==> config.mk <==
export PLATFORM = sky130hd
export DESIGN_NAME = bus_merge_rr
export DESIGN_NICKNAME = d
export VERILOG_FILES = /design/src/rtl/bus_merge_rr.sv
export SDC_FILE = /design/constraint.sdc
export NUM_CORES = 1
export LEC_CHECK = 0
export BUFFER_PORTS_ARGS = -buffer_cell sky130_fd_sc_hd__buf_2
export CORE_MARGIN = 2
export CORE_UTILIZATION = 25
export CTS_CLUSTER_DIAMETER = 30
export CTS_CLUSTER_SIZE = 40
export DETAILED_ROUTE_END_ITERATION = 10
export GPL_ROUTABILITY_DRIVEN = 0
export PLACE_DENSITY = 0.49
export SLEW_MARGIN = 20
export SYNTH_ARGS = -nofsm -noshare
export SYNTH_HDL_FRONTEND = slang
export SYNTH_SLANG_ARGS = --single-unit
==> constraint.sdc <==
create_clock -name clk -period 2.15 [get_ports clk]
set_input_delay 0.3225 -clock clk [delete_from_list [all_inputs] [get_ports clk]]
set_output_delay 0.3225 -clock clk [all_outputs]
set_load 0.01 [all_outputs]
==> src/rtl/bus_merge_rr.sv <==
// bus_merge_rr: merges NUM_CH valid/ready channels onto one registered bus by AND-join or round-robin pick
module bus_merge_rr #(
  parameter int WIDTH = 2,
  parameter int NUM_CH = 4,
  parameter int MODE = 0,
  parameter int CNT_W = 16,
  localparam int SRC_W = $clog2(NUM_CH)
) (
  input  logic                    clk,
  input  logic                    reset,
  input  logic [NUM_CH*WIDTH-1:0] in_data,
  input  logic [NUM_CH-1:0]       in_valid,
  output logic [NUM_CH-1:0]       in_ready,
  output logic [WIDTH-1:0]        out_data,
  output logic                    out_valid,
  input  logic                    out_ready,
  output logic [SRC_W-1:0]        out_src,
  output logic [CNT_W-1:0]        beat_cnt
);
  logic ld, fire, found, out_valid_q, out_valid_d;
  logic [SRC_W-1:0] gnt, idx, rr_ptr_q, rr_ptr_d, out_src_q, out_src_d;
  logic [WIDTH-1:0] join_word, arb_word, out_data_q, out_data_d;
  logic [CNT_W-1:0] beat_cnt_q, beat_cnt_d;
  always_comb begin
    ld = !out_valid_q | out_ready;
    gnt = '0;
    idx = '0;
    found = 1'b0;
    join_word = '1;
    arb_word = '0;
    for (int i = 0; i < NUM_CH; i++) begin
      idx = SRC_W'((int'(rr_ptr_q) + i) % NUM_CH);
      if (!found && in_valid[idx]) begin
        found = 1'b1;
        gnt = idx;
      end
    end
    for (int c = 0; c < NUM_CH; c++) begin
      join_word = join_word & in_data[c*WIDTH +: WIDTH];
      if (SRC_W'(c) == gnt) arb_word = in_data[c*WIDTH +: WIDTH];
    end
    // reset gates fire so nothing is consumed while the block is held in reset
    fire = !reset & ld & ((MODE == 1) ? |in_valid : &in_valid);
    for (int c = 0; c < NUM_CH; c++)
      in_ready[c] = fire & ((MODE == 1) ? (SRC_W'(c) == gnt) : 1'b1);
    out_data_d = fire ? ((MODE == 1) ? arb_word : join_word) : out_data_q;
    out_src_d = fire ? ((MODE == 1) ? gnt : '0) : out_src_q;
    out_valid_d = fire | (out_valid_q & !out_ready);
    rr_ptr_d = (MODE == 1 && fire) ? ((gnt == SRC_W'(NUM_CH - 1)) ? '0 : gnt + 1'b1) : rr_ptr_q;
    beat_cnt_d = beat_cnt_q + CNT_W'(out_valid_q & out_ready);
  end
  always_ff @(posedge clk) begin
    if (reset) begin
      out_valid_q <= 1'b0;
      out_data_q <= '0;
      out_src_q <= '0;
      rr_ptr_q <= '0;
      beat_cnt_q <= '0;
    end else begin
      out_valid_q <= out_valid_d;
      out_data_q <= out_data_d;
      out_src_q <= out_src_d;
      rr_ptr_q <= rr_ptr_d;
      beat_cnt_q <= beat_cnt_d;
    end
  end
  assign out_data = out_data_q;
  assign out_valid = out_valid_q;
  assign out_src = out_src_q;
  assign beat_cnt = beat_cnt_q;
endmodule

# After elaboration in Yosys (flattened, before gate mapping)
# Cells that the tools add are included.
# totals
ff_bits,19
in_bits,15
output_inout_bits,25
wordCells,17
# op_classes
add_sub_neg,1
n_bitwise,9
reduce_logical,4
# op_table
cell,count
adder 16 x 1 -> 16 bit,1
AND 2 bit,3
AND 1 bit,4
AND reduction 4 bit,1
zero test 1 bit,3
OR 1 bit,2

# Depth between registers and ports, before layout
# Gate-level depths: netlist of the first run.
# logic_depth
depth_word,5
ltp_mapped,6
mapped_depth_nobuf,6

# Worst setup path after synthesis of the first run
# Ideal clock, no wire load.
# synth_path
path_kind,reg-to-reg
start,register out_valid_q (netlist: out_valid)
end,register beat_cnt_q[14] (netlist: beat_cnt[14])
setup_ps,121
t_arrival_ps,1771
t_required_ps,2029
slack_ps,258
stages_incl_launch_ff,7
synth_period_minus_slack_ps,1892
path_cell_list,dfxtp_1 > and2_1 > ha_1 > ha_1 > nand4_1 > nor4_1 > mux2_2
# synth_between
elab_chain_cells,2
# synth_lines
element,line,source
from (decl),20,"logic ld, fire, found, out_valid_q, out_valid_d;"
from (signal assigned),60,out_valid_q <= out_valid_d;
AND 1 bit,50,beat_cnt_d = beat_cnt_q + CNT_W'(out_valid_q & out_ready);
adder 16 x 1 -> 16 bit,50,
to (signal assigned),64,beat_cnt_q <= beat_cnt_d;
to (decl),23,"logic [CNT_W-1:0] beat_cnt_q, beat_cnt_d;"
# Every way passes these cells.
# A chain may end at the register's enable or synchronous reset.

# Worst setup path in the final report of the first run
# Same ends and word-level chain as after synthesis.

==> results of run 1 <==
-- worst max path at each step --
| stage | endpoint | cells after the start | slack [ns] |
|---|---|---|---|
| 2_1_floorplan | beat_cnt[14] | 6 | 0.26 |
| 3_3_place_gp | beat_cnt[14] | 7 | 0.12 |
| 3_5_place_dp | beat_cnt[12] | 7 | 0.05 |
| 4_1_cts | beat_cnt[12] | 6 | 0.10 |
| 5_1_grt | beat_cnt[14] | 7 | 0.004 |
| 6_report | beat_cnt[14] | 7 | 0.19 |
-- per-layer routing --
metal  routed length, microns  vias up  track usage [%]
met5                        0        -                0
met4                       27        0            3.191
met3                      154        2            3.472
met2                      887       37            16.37
met1                      975      410            12.43
li1                         -      451                -
-- power by group through the flow --
stage	logic [uW]	clock network [uW]	registers [uW]
5_1_grt	34.4	265	353
3_3_place_gp	30.2	0	361
3_5_place_dp	31.0	0	361
6_report	30.4	238	354
4_1_cts	31.0	251	353
2_1_floorplan	15.7	0	362
-- worst min-delay path: cells and delay by family --
kind | cells | cell delay (ns)
AO/OA/AOI/OAI | 1 | 0.06
buffers and inverters | 1 | 0.09
AND/OR/NAND/NOR | 1 | 0.10
-- cells in the final DEF (no fill, tap or decap), drive strengths merged --
| cell type | netlist | layout |
|---|---|---|
| a21oi | 10 | 10 |
| and2 | 1 | 1 |
| buf | 6 | 39 |
| clkbuf | 2 | 4 |
| conb | 1 | 2 |
| dfxtp | 19 | 19 |
| ha | 3 | 3 |
| inv | 4 | 4 |
| mux2 | 4 | 4 |
| nand2 | 2 | 2 |
| nand2b | 1 | 1 |
| nand3 | 5 | 5 |
| nand4 | 9 | 9 |
| nor2 | 7 | 7 |
| nor2b | 7 | 7 |
| nor3 | 1 | 1 |
| nor4 | 4 | 4 |
| o21ai | 6 | 6 |
| o31ai | 3 | 3 |
| or3 | 6 | 6 |
| or4 | 3 | 3 |
| xnor2 | 1 | 1 |
| xor2 | 2 | 2 |
-- timing repair --
item | CTS | global route
endpoints found under the setup margin | 0 | 2
resized for setup | 0 | 2
hold buffers | 0 | 0
buffers inserted | 0 | 1
-- state kept, by name, indices dropped and copies added (netlist names) --
signal	flops
out_valid	1
out_data	2
beat_cnt	16
-- cells by family after synthesis --
family	Yosys count	share of synthesized area [%]
and+or+nand+nor	46	28.38
AOI/OAI and AO/OA	19	11.08
DFF	19	41.08
buffers and inverters	12	7.297
muxes	4	4.865
adders and majority gates	3	4.054
xor gates and xnor gates	3	2.838
other	1	0.4050
-- cell type report --
type                       instances  area share [%]
multi-input combinational         77           41.36
clock buffer                       4           3.770
timing repair buffer              39           16.75
sequential                        19           31.83
tap                               48           5.026
inverter                           4           1.257
-- metrics by stage --
stage | total power, uW | cell area, sq um | setup WS, ns | cells
final | 622.1 | 1195 | 0.1943 | 191
after global routing | 652.6 | 1195 | 0.004459 | 191
after CTS | 635.3 | 1175 | 0.1019 | 190
after detailed placement | 392.5 | 1130 | 0.04709 | 186
after global placement | 391.6 | 1130 | 0.1188 | 186
after floorplan | 377.5 | 929.6 | 0.2581 | 108
==> impl_metrics.py, run 1 <==
metrics = {
    "sta": {
        "whs_ns": 0.3683,
        "min_period_over_period_pct": 90.96,
        "final.min_clock_period_ns": 1.956,
        "hold_viol_final": 0,
        "rsz0062_at_grt": "no",
        "max_freq_mhz": 511.3,
        "fin_tns_setup_ns": 0,
        "finalSetupViolations": 0,
        "maxSlewViolCount": 0,
        "skew_ns": 0.0004485,
    },
    "synthesis": {
        "yosysSeqAreaShare_pct": 41.08,
        "synth_common_cells": "19 x dfxtp_1, 10 x a21oi_1, 9 x nand4_1",
        "yosysWarningCount": 0,
        "synth_top_cells_by_area": "dfxtp_1 41%, nand4_1 6.1%, a21oi_1 5.4%, buf_4 4.9%, mux2_2 4.9%",
        "ys_types": 24,
        "synth_edf_count": 0,
        "yosysMostFrequentCell": "dfxtp_1",
        "ys.flop_type": "dfxtp_1",
        "syn_avg_cell_area_sq_um": 8.653,
        "synth_top_cell_by_area": "dfxtp_1",
        "async_flop_share_pct": 0,
        "synth_cells": 107,
        "synth_seq_cells": 19,
        "synth_area_sq_um": 925.9,
        "yosys.area.top_type_share_pct": 41.08,
    },
    "worst_hold_path": {
        "worstHoldStart": "out_ready",
        "worstHoldPathCells": 3,
        "min_path_type": "input port to register",
        "hold_end": "out_valid",
    },
    "floorplanning": {
        "std_cell_rows": 22,
        "fp.dieW_microns": 64.86,
        "die-height_microns": 64.86,
        "die_area_sq_um": 4206,
        "start_util_pct": 25.68,
        "core-area_sq_um": 3606,
        "design.portCount": 40,
    },
    "power": {
        "switchingPower_uw": 124.0,
        "sw_frac_of_total_pct": 19.93,
        "p_per_area_nw_per_um2": 520.6,
        "p_int_uw": 498.1,
        "pwr-share-seq_pct": 56.8,
        "pwr-share-comb_pct": 4.9,
        "pwr-share-clk_pct": 38.3,
        "p_leak_uw": 0.0004993,
        "vdd_drop_max_uv": 278.7,
    },
    "cells_and_area": {
        "n_antenna_cell": 0,
        "finalNetCount": 162,
        "utilization_pct": 33.14,
        "drive_above_1_share_pct": 34.27,
        "n_fill_cell": 395,
        "syn2layout_area_growth_pct": 29.05,
        "multi_input_area_sq_um": 494.2,
        "regArea_sq_um": 380.4,
    },
    "route": {
        "dr.pass1.iters": 4,
        "routed_via_density": 4.712,
        "post_drt_wl_per_cell_microns": 10.71,
        "via_count": 900,
        "first_iter_violations": 45,
        "routed_wl_microns": 2045,
        "ant_nets": 0,
        "drc": 0,
    },
    "setup_path": {
        "path_common_cell": "ha_1",
        "worst_setup_path_start_kind": "register",
        "r2r_end": "beat_cnt[14]",
        "cp.required_ns": 2.29,
        "end_kind": "register",
        "crit_chain": "and2_1 > ha_1 > ha_1 > nand4_1 > buf_4 > nor4_2 > mux2_2",
        "arrival_ns": 2.10,
        "slowest_stage": "dfxtp_1",
        "r2r_start": "out_valid",
        "path_max_fanout": 8,
        "crit_family": "simple AND/OR/NAND/NOR gates",
        "r2r_cells": 7,
        "critPathLaunch": "out_valid",
        "critPathBufInv": 1,
        "max_stage_delay_ns": 0.36,
        "r2r_slack_ns": 0.19,
        "crit_type": "register to register",
    },
    "grt": {
        "grt_max_degree": 24,
        "grt.total_usage_pct": 10.07,
        "grt_pass1_wl_microns": 3270,
        "grt_pass1_vias": 761,
        "overflow": 0,
        "antenna_found_initial": 0,
    },
    "clock_network": {
        "clk_path_buf_depth": 2,
        "cts_tree": "built",
        "cts-root-buf": "clkbuf_8",
        "clk_latency_ns": 0.25,
        "clk_pin_slew_ns": 0.07,
        "numClockSinks": 19,
        "htree_levels": 1,
        "numCtsBuffers": 3,
    },
    "run": {
        "max_cap_violations": 0,
    },
    "outcome": {
        "status": "completed",
    },
    "placement": {
        "dp_hpwl_microns": 1580,
        "port_buffers": 37,
    },
}
Power figures use the tool's default switching activity.
==> run 2: changes to the inputs <==
--- a/config.mk
+++ b/config.mk
@@ -5,6 +5,7 @@
 export SDC_FILE = /design/constraint.sdc
 export NUM_CORES = 1
 export LEC_CHECK = 0
+export ABC_AREA = 1
 export BUFFER_PORTS_ARGS = -buffer_cell sky130_fd_sc_hd__buf_2
 export CORE_MARGIN = 2
 export CORE_UTILIZATION = 25
==> run 2 against run 1 <==
Against the previous run:
- total power up 2.9%
- clock-buffer cell count unchanged
- die area up 11%
- non-clock buffer count down 2
- fmax up 29%
- critical endpoint is now beat_cnt[10]
- core utilization down 1.1 points
- critical path depth up 4
- wire length up 8.9%
- area after synthesis up 11%
- highest routed layer is now met3
- global-route usage up 0.13 points
==> impl_metrics.py, run 2 <==
metrics = {
    "grt": {
        "grt_pass1_wl_microns": 3622,
        "grt_max_degree": 13,
        "antenna_found_initial": 0,
        "grt.total_usage_pct": 10.20,
        "grt_pass1_vias": 832,
        "overflow": 0,
    },
    "setup_path": {
        "path_common_cell": "nand2_1",
        "crit_family": "simple AND/OR/NAND/NOR gates",
        "end_kind": "register",
        "critPathBufInv": 1,
        "path_depth": 11,
        "crit_chain": "nand2_1 > inv_1 > ha_1 > ha_1 > nand2_2 > nor2_4 > nand2_4 > nor2_1 > nand2_1 > nand2_1 > nor2_1",
        "r2r_end": "beat_cnt[10]",
        "critPathLaunch": "out_valid",
        "r2r_start": "out_valid",
        "worst_setup_path_start_kind": "register",
        "path_max_fanout": 5,
        "cp-endpoint": "beat_cnt[10]",
        "r2r_cells": 11,
        "max_stage_delay_ns": 0.35,
        "slowest_stage": "dfxtp_1",
        "cp.required_ns": 2.30,
        "crit_type": "register to register",
        "arrival_ns": 1.66,
        "r2r_slack_ns": 0.64,
    },
    "sta": {
        "fin_tns_setup_ns": 0,
        "min_period_over_period_pct": 70.38,
        "finalSetupViolations": 0,
        "maxSlewViolCount": 0,
        "hold_viol_final": 0,
        "whs_ns": 0.3220,
        "skew_ns": 0.0008053,
        "rsz0062_at_grt": "no",
        "final.min_clock_period_ns": 1.513,
        "max_freq_mhz": 660.9,
    },
    "cells_and_area": {
        "syn2layout_area_growth_pct": 23.45,
        "finalNetCount": 205,
        "multi_input_area_sq_um": 515.5,
        "drive_above_1_share_pct": 28.49,
        "layout.cells.most_common": "buf_2",
        "largest_reg_flops": 16,
        "n_fill_cell": 445,
        "n_antenna_cell": 0,
        "layout_common_cells": "37 x buf_2, 34 x nand2_1, 28 x nor2_1, 19 x inv_1, 19 x dfxtp_1",
        "regArea_sq_um": 380.4,
    },
    "clock_network": {
        "clk_pin_slew_ns": 0.07,
        "clk_latency_ns": 0.25,
        "cts_tree": "built",
        "htree_levels": 1,
        "numCtsBuffers": 3,
        "cts_hold_buf": 0,
        "clk_path_buf_depth": 2,
        "postCtsSetupBuffers": 0,
        "cts-root-buf": "clkbuf_8",
        "cts_resized": 0,
        "numClockSinks": 19,
    },
    "floorplanning": {
        "fp.dieW_microns": 68.18,
        "die-height_microns": 68.18,
        "design.portCount": 40,
        "std_cell_rows": 23,
        "start_util_pct": 25.93,
        "core-area_sq_um": 3971,
        "die_area_sq_um": 4649,
    },
    "synthesis": {
        "synth_seq_cells": 19,
        "synth_area_sq_um": 1030,
        "ys.flop_type": "dfxtp_1",
        "yosysMostFrequentCell": "nand2_1",
        "synth_top_cell_by_area": "dfxtp_1",
        "synth_top_cells_by_area": "dfxtp_1 37%, nand2_1 12%, nor2_1 10%, inv_1 6.9%, buf_4 4.4%",
        "synth_cells": 152,
        "yosysWarningCount": 0,
        "async_flop_share_pct": 0,
        "yosysSeqAreaShare_pct": 36.94,
        "synth_edf_count": 0,
        "ys_types": 24,
        "synth_common_cells": "34 x nand2_1, 28 x nor2_1, 19 x dfxtp_1, 19 x inv_1, 7 x a21oi_1",
        "syn_avg_cell_area_sq_um": 6.775,
        "yosys.area.top_type_share_pct": 36.94,
    },
    "route": {
        "ant_nets": 0,
        "drc": 0,
        "routed_wl_microns": 2228,
        "dr.pass1.iters": 4,
        "post_drt_wl_per_cell_microns": 9.441,
        "via_count": 955,
        "routed_via_density": 4.047,
        "first_iter_violations": 25,
    },
    "worst_hold_path": {
        "min_path_type": "input port to register",
    },
    "placement": {
        "port_buffers": 37,
        "dp_hpwl_microns": 1765,
    },
    "power": {
        "p_per_area_nw_per_um2": 503.5,
        "p_leak_uw": 0.0006406,
        "vdd_drop_max_uv": 404.4,
    },
    "outcome": {
        "status": "completed",
    },
    "run": {
        "max_cap_violations": 0,
    },
}
run 2: cell types whose count changed after synthesis, sizes merged, moves of 4 or more:
cell,previous run,this run
nor4,4,0
nor2b,7,0
nand2,2,38
nor2,7,33
or3,6,0
mux2,4,0
inv,4,22
nand4,9,4
run 2: area by class of cell:
class	count	area share [%]
timing repair buffer	37	14.57
tap	50	4.921
multi-input combinational	104	40.55
inverter	22	6.496
sequential	19	29.92
clock buffer	4	3.543
run 2: kinds of logic (layout without fill, tap and decap cells):
family                   count (synthesis)  count (layout)  share of synthesized area, %
XOR/XNOR                                 1               1                        0.8507
buffers and inverters                   30              63                         13.37
flip-flops                              19              19                         36.94
other                                    1               2                        0.3642
AO/OA/AOI/OAI                           15              15                         8.019
adder cells (fa/ha/maj)                  3               3                         3.646
AND/OR/NAND/NOR                         83              83                         36.82
run 2: per-stage QoR:
step	total power [uW]	area [sq um]	setup WS (ns)	cells	utilization [%]
after floorplan	384.8	1033	0.6931	153	-
after global placement	397.4	1226	0.6044	232	30.88
after detailed placement	397.6	1226	0.5680	232	30.88
after CTS	651.9	1271	0.6177	236	32.01
after global routing	672.9	1271	0.4538	236	32.01
final	640.1	1271	0.6368	236	32.01
run 2: worst min path at each step:
stage	start	endpoint	slack, ns	cells after the start
floorplan	in_data[3]	out_data[1]	0.47	2
global placement	out_data[0]	out_data[0]	0.48	2
detailed placement	out_data[0]	out_data[0]	0.48	2
CTS	in_data[3]	out_data[1]	0.32	3
global route	in_data[3]	out_data[1]	0.33	3
finish	in_data[3]	out_data[1]	0.32	3
run 2: per-layer routing:
metal	GRT usage (%)	routed length, microns	vias to the layer above
li1	-	-	532
met1	12.57	1096	396
met2	17.35	998	27
met3	3.618	133	0
met4	1.500	0	0
met5	0	0	-
run 2: where the power goes:
| group | internal, uW | switching, uW | total [uW] |
|---|---|---|---|
| registers | 353 | 0.773 | 354 |
| logic | 16.0 | 19.3 | 35.3 |
| clock network | 132 | 119 | 251 |
run 2: tightest hold or removal path: cells and delay by family:
family	cells	cell delay, ns
buffers and inverters	1	0.09
AOI/OAI and AO/OA	1	0.06
and+or+nand+nor	1	0.06
==> run 3: changes to the inputs <==
==> constraint.sdc (replaced) <==
create_clock -name clk -period 1.6 [get_ports clk]
set_input_delay 0.24 -clock clk [delete_from_list [all_inputs] [get_ports clk]]
set_output_delay 0.24 -clock clk [all_outputs]
set_load 0.01 [all_outputs]
==> run 3 against run 2 <==
Against the previous run:
- setup slack got worse by 0.51 ns
- non-clock buffer count did not move
- worst hold slack got worse by 0.071 ns
- die area did not move
- core utilization rose by 0.44 points
- design area rose by 1.4%
- sequential cell count did not move
- wire length rose by 4.3%
- sequential share of layout area fell by 0.31 points
- largest power group unchanged
==> impl_metrics.py, run 3 (synthesis results as in run 2) <==
metrics = {
    "route": {
        "ant_nets": 0,
        "dr.pass1.iters": 4,
        "first_iter_violations": 44,
        "routed_via_density": 4.161,
        "post_drt_wl_per_cell_microns": 9.847,
        "via_count": 982,
        "drc": 0,
        "routed_wl_microns": 2324,
    },
    "setup_path": {
        "r2r_slack_ns": 0.13,
        "arrival_ns": 1.62,
        "crit_type": "register to register",
        "r2r_end": "beat_cnt[10]",
        "worst_setup_path_start_kind": "register",
        "end_kind": "register",
        "max_stage_delay_ns": 0.34,
        "path_max_fanout": 5,
        "r2r_start": "out_valid",
        "path_common_cell": "nand2_1",
        "slowest_stage": "dfxtp_2",
        "r2r_cells": 11,
        "cp.required_ns": 1.75,
        "crit_chain": "nand2_1 > inv_1 > ha_2 > ha_4 > nand2_2 > nor2_4 > nand2_4 > nor2_1 > nand2_1 > nand2_1 > nor2_1",
    },
    "power": {
        "p_total_uw": 862.4,
        "p_per_area_nw_per_um2": 669.2,
        "vdd_drop_max_uv": 441.6,
        "p_leak_uw": 0.0006377,
    },
    "clock_network": {
        "cts_tree": "built",
        "numClockSinks": 19,
        "postCtsSetupBuffers": 0,
        "cts_hold_buf": 0,
        "cts-root-buf": "clkbuf_8",
        "clk_path_buf_depth": 2,
        "clk_pin_slew_ns": 0.07,
        "cts_resized": 0,
        "numCtsBuffers": 3,
        "htree_levels": 1,
        "clk_latency_ns": 0.26,
    },
    "grt": {
        "overflow": 0,
        "antenna_found_initial": 0,
        "grt_max_degree": 13,
        "grt_pass1_vias": 859,
        "grt_pass1_wl_microns": 3801,
        "grt.total_usage_pct": 10.92,
    },
    "cells_and_area": {
        "fin_cells": 236,
        "largest_reg_flops": 16,
        "utilization_pct": 32.45,
        "drive_above_1_share_pct": 30.65,
        "n_antenna_cell": 0,
        "layout_common_cells": "37 x buf_2, 34 x nand2_1, 28 x nor2_1, 19 x inv_1, 18 x dfxtp_1",
        "finalNetCount": 205,
        "layout.cells.most_common": "buf_2",
        "syn2layout_area_growth_pct": 25.15,
    },
    "floorplanning": {
        "die_area_sq_um": 4649,
        "fp.dieW_microns": 68.18,
        "std_cell_rows": 23,
        "start_util_pct": 25.93,
        "design.portCount": 40,
        "die-height_microns": 68.18,
        "core-area_sq_um": 3971,
    },
    "sta": {
        "maxSlewViolCount": 0,
        "finalSetupViolations": 0,
        "final.min_clock_period_ns": 1.468,
        "min_period_over_period_pct": 91.76,
        "hold_viol_final": 0,
        "max_freq_mhz": 681.1,
        "skew_ns": 0.003351,
    },
    "worst_hold_path": {
        "worstHoldStart": "in_data[3]",
        "min_path_type": "input port to register",
        "worstHoldPathCells": 3,
        "hold_end": "out_data[1]",
    },
    "outcome": {
        "status": "completed",
    },
    "placement": {
        "port_buffers": 37,
        "dp_hpwl_microns": 1786,
        "dp.cells": 232,
    },
    "run": {
        "max_cap_violations": 0,
    },
}
-- run 3: cell count changes in the layout (fill, tap and decap cells not counted), sizes merged --
cell,delta
clkinv,+1
clkbuf,-1
-- run 3: where the power goes --
part	switching, uW	total (uW)	internal [uW]	leakage, uW
clock	167	340	173	0.0000255
combinational	25.8	47.3	21.5	0.000459
sequential	0.954	475	474	0.000154
total	193	862	669	0.000638
-- run 3: per-stage QoR --
stage | cell area [sq um] | hold WS, ns | setup WS (ns) | TNS [ns]
after floorplan | 1033 | 0.3894 | 0.1431 | 0
after global routing | 1289 | 0.2568 | -0.01269 | -0.01835
after CTS | 1272 | 0.2416 | 0.07626 | 0
final | 1289 | 0.2512 | 0.1318 | 0
after global placement | 1226 | 0.4728 | 0.1369 | 0
after detailed placement | 1226 | 0.4784 | 0.09789 | 0
-- run 3: critical path, delay by kind of cell, from the launching register on --
kind / cells / cell delay [ns]
simple gates: 8 / 0.59
fa+ha+maj: 2 / 0.37
buf+inv: 1 / 0.07
flops: 1 / 0.34
-- run 3: metal layers --
metal,GRT usage (%),part of all wire (%),up-vias
li1,-,-,529
met1,13.79,46,420
met2,17.35,46,31
met3,4.112,7.4,2
met4,3.000,0.69,0
met5,0,0,-
-- run 3: worst max path at each step --
stage / start / end / slack [ns] / cells after the start
floorplan: out_valid / beat_cnt[10] / 0.14 / 11
global placement: out_ready / beat_cnt[10] / 0.14 / 12
detailed placement: out_valid / beat_cnt[10] / 0.1 / 11
CTS: out_valid / beat_cnt[10] / 0.08 / 11
global route: out_valid / beat_cnt[12] / -0.01 / 11
finish: out_valid / beat_cnt[10] / 0.13 / 11
-- run 3: cell type report --
cell class,count,area (sq um)
clock buffer,3,41.29
clock inverter,1,5.005
fill,451,2683
inverter,22,82.58
multi-input combinational,104,530.5
sequential,19,381.6
tap,50,62.56
timing repair buffer,37,185.2
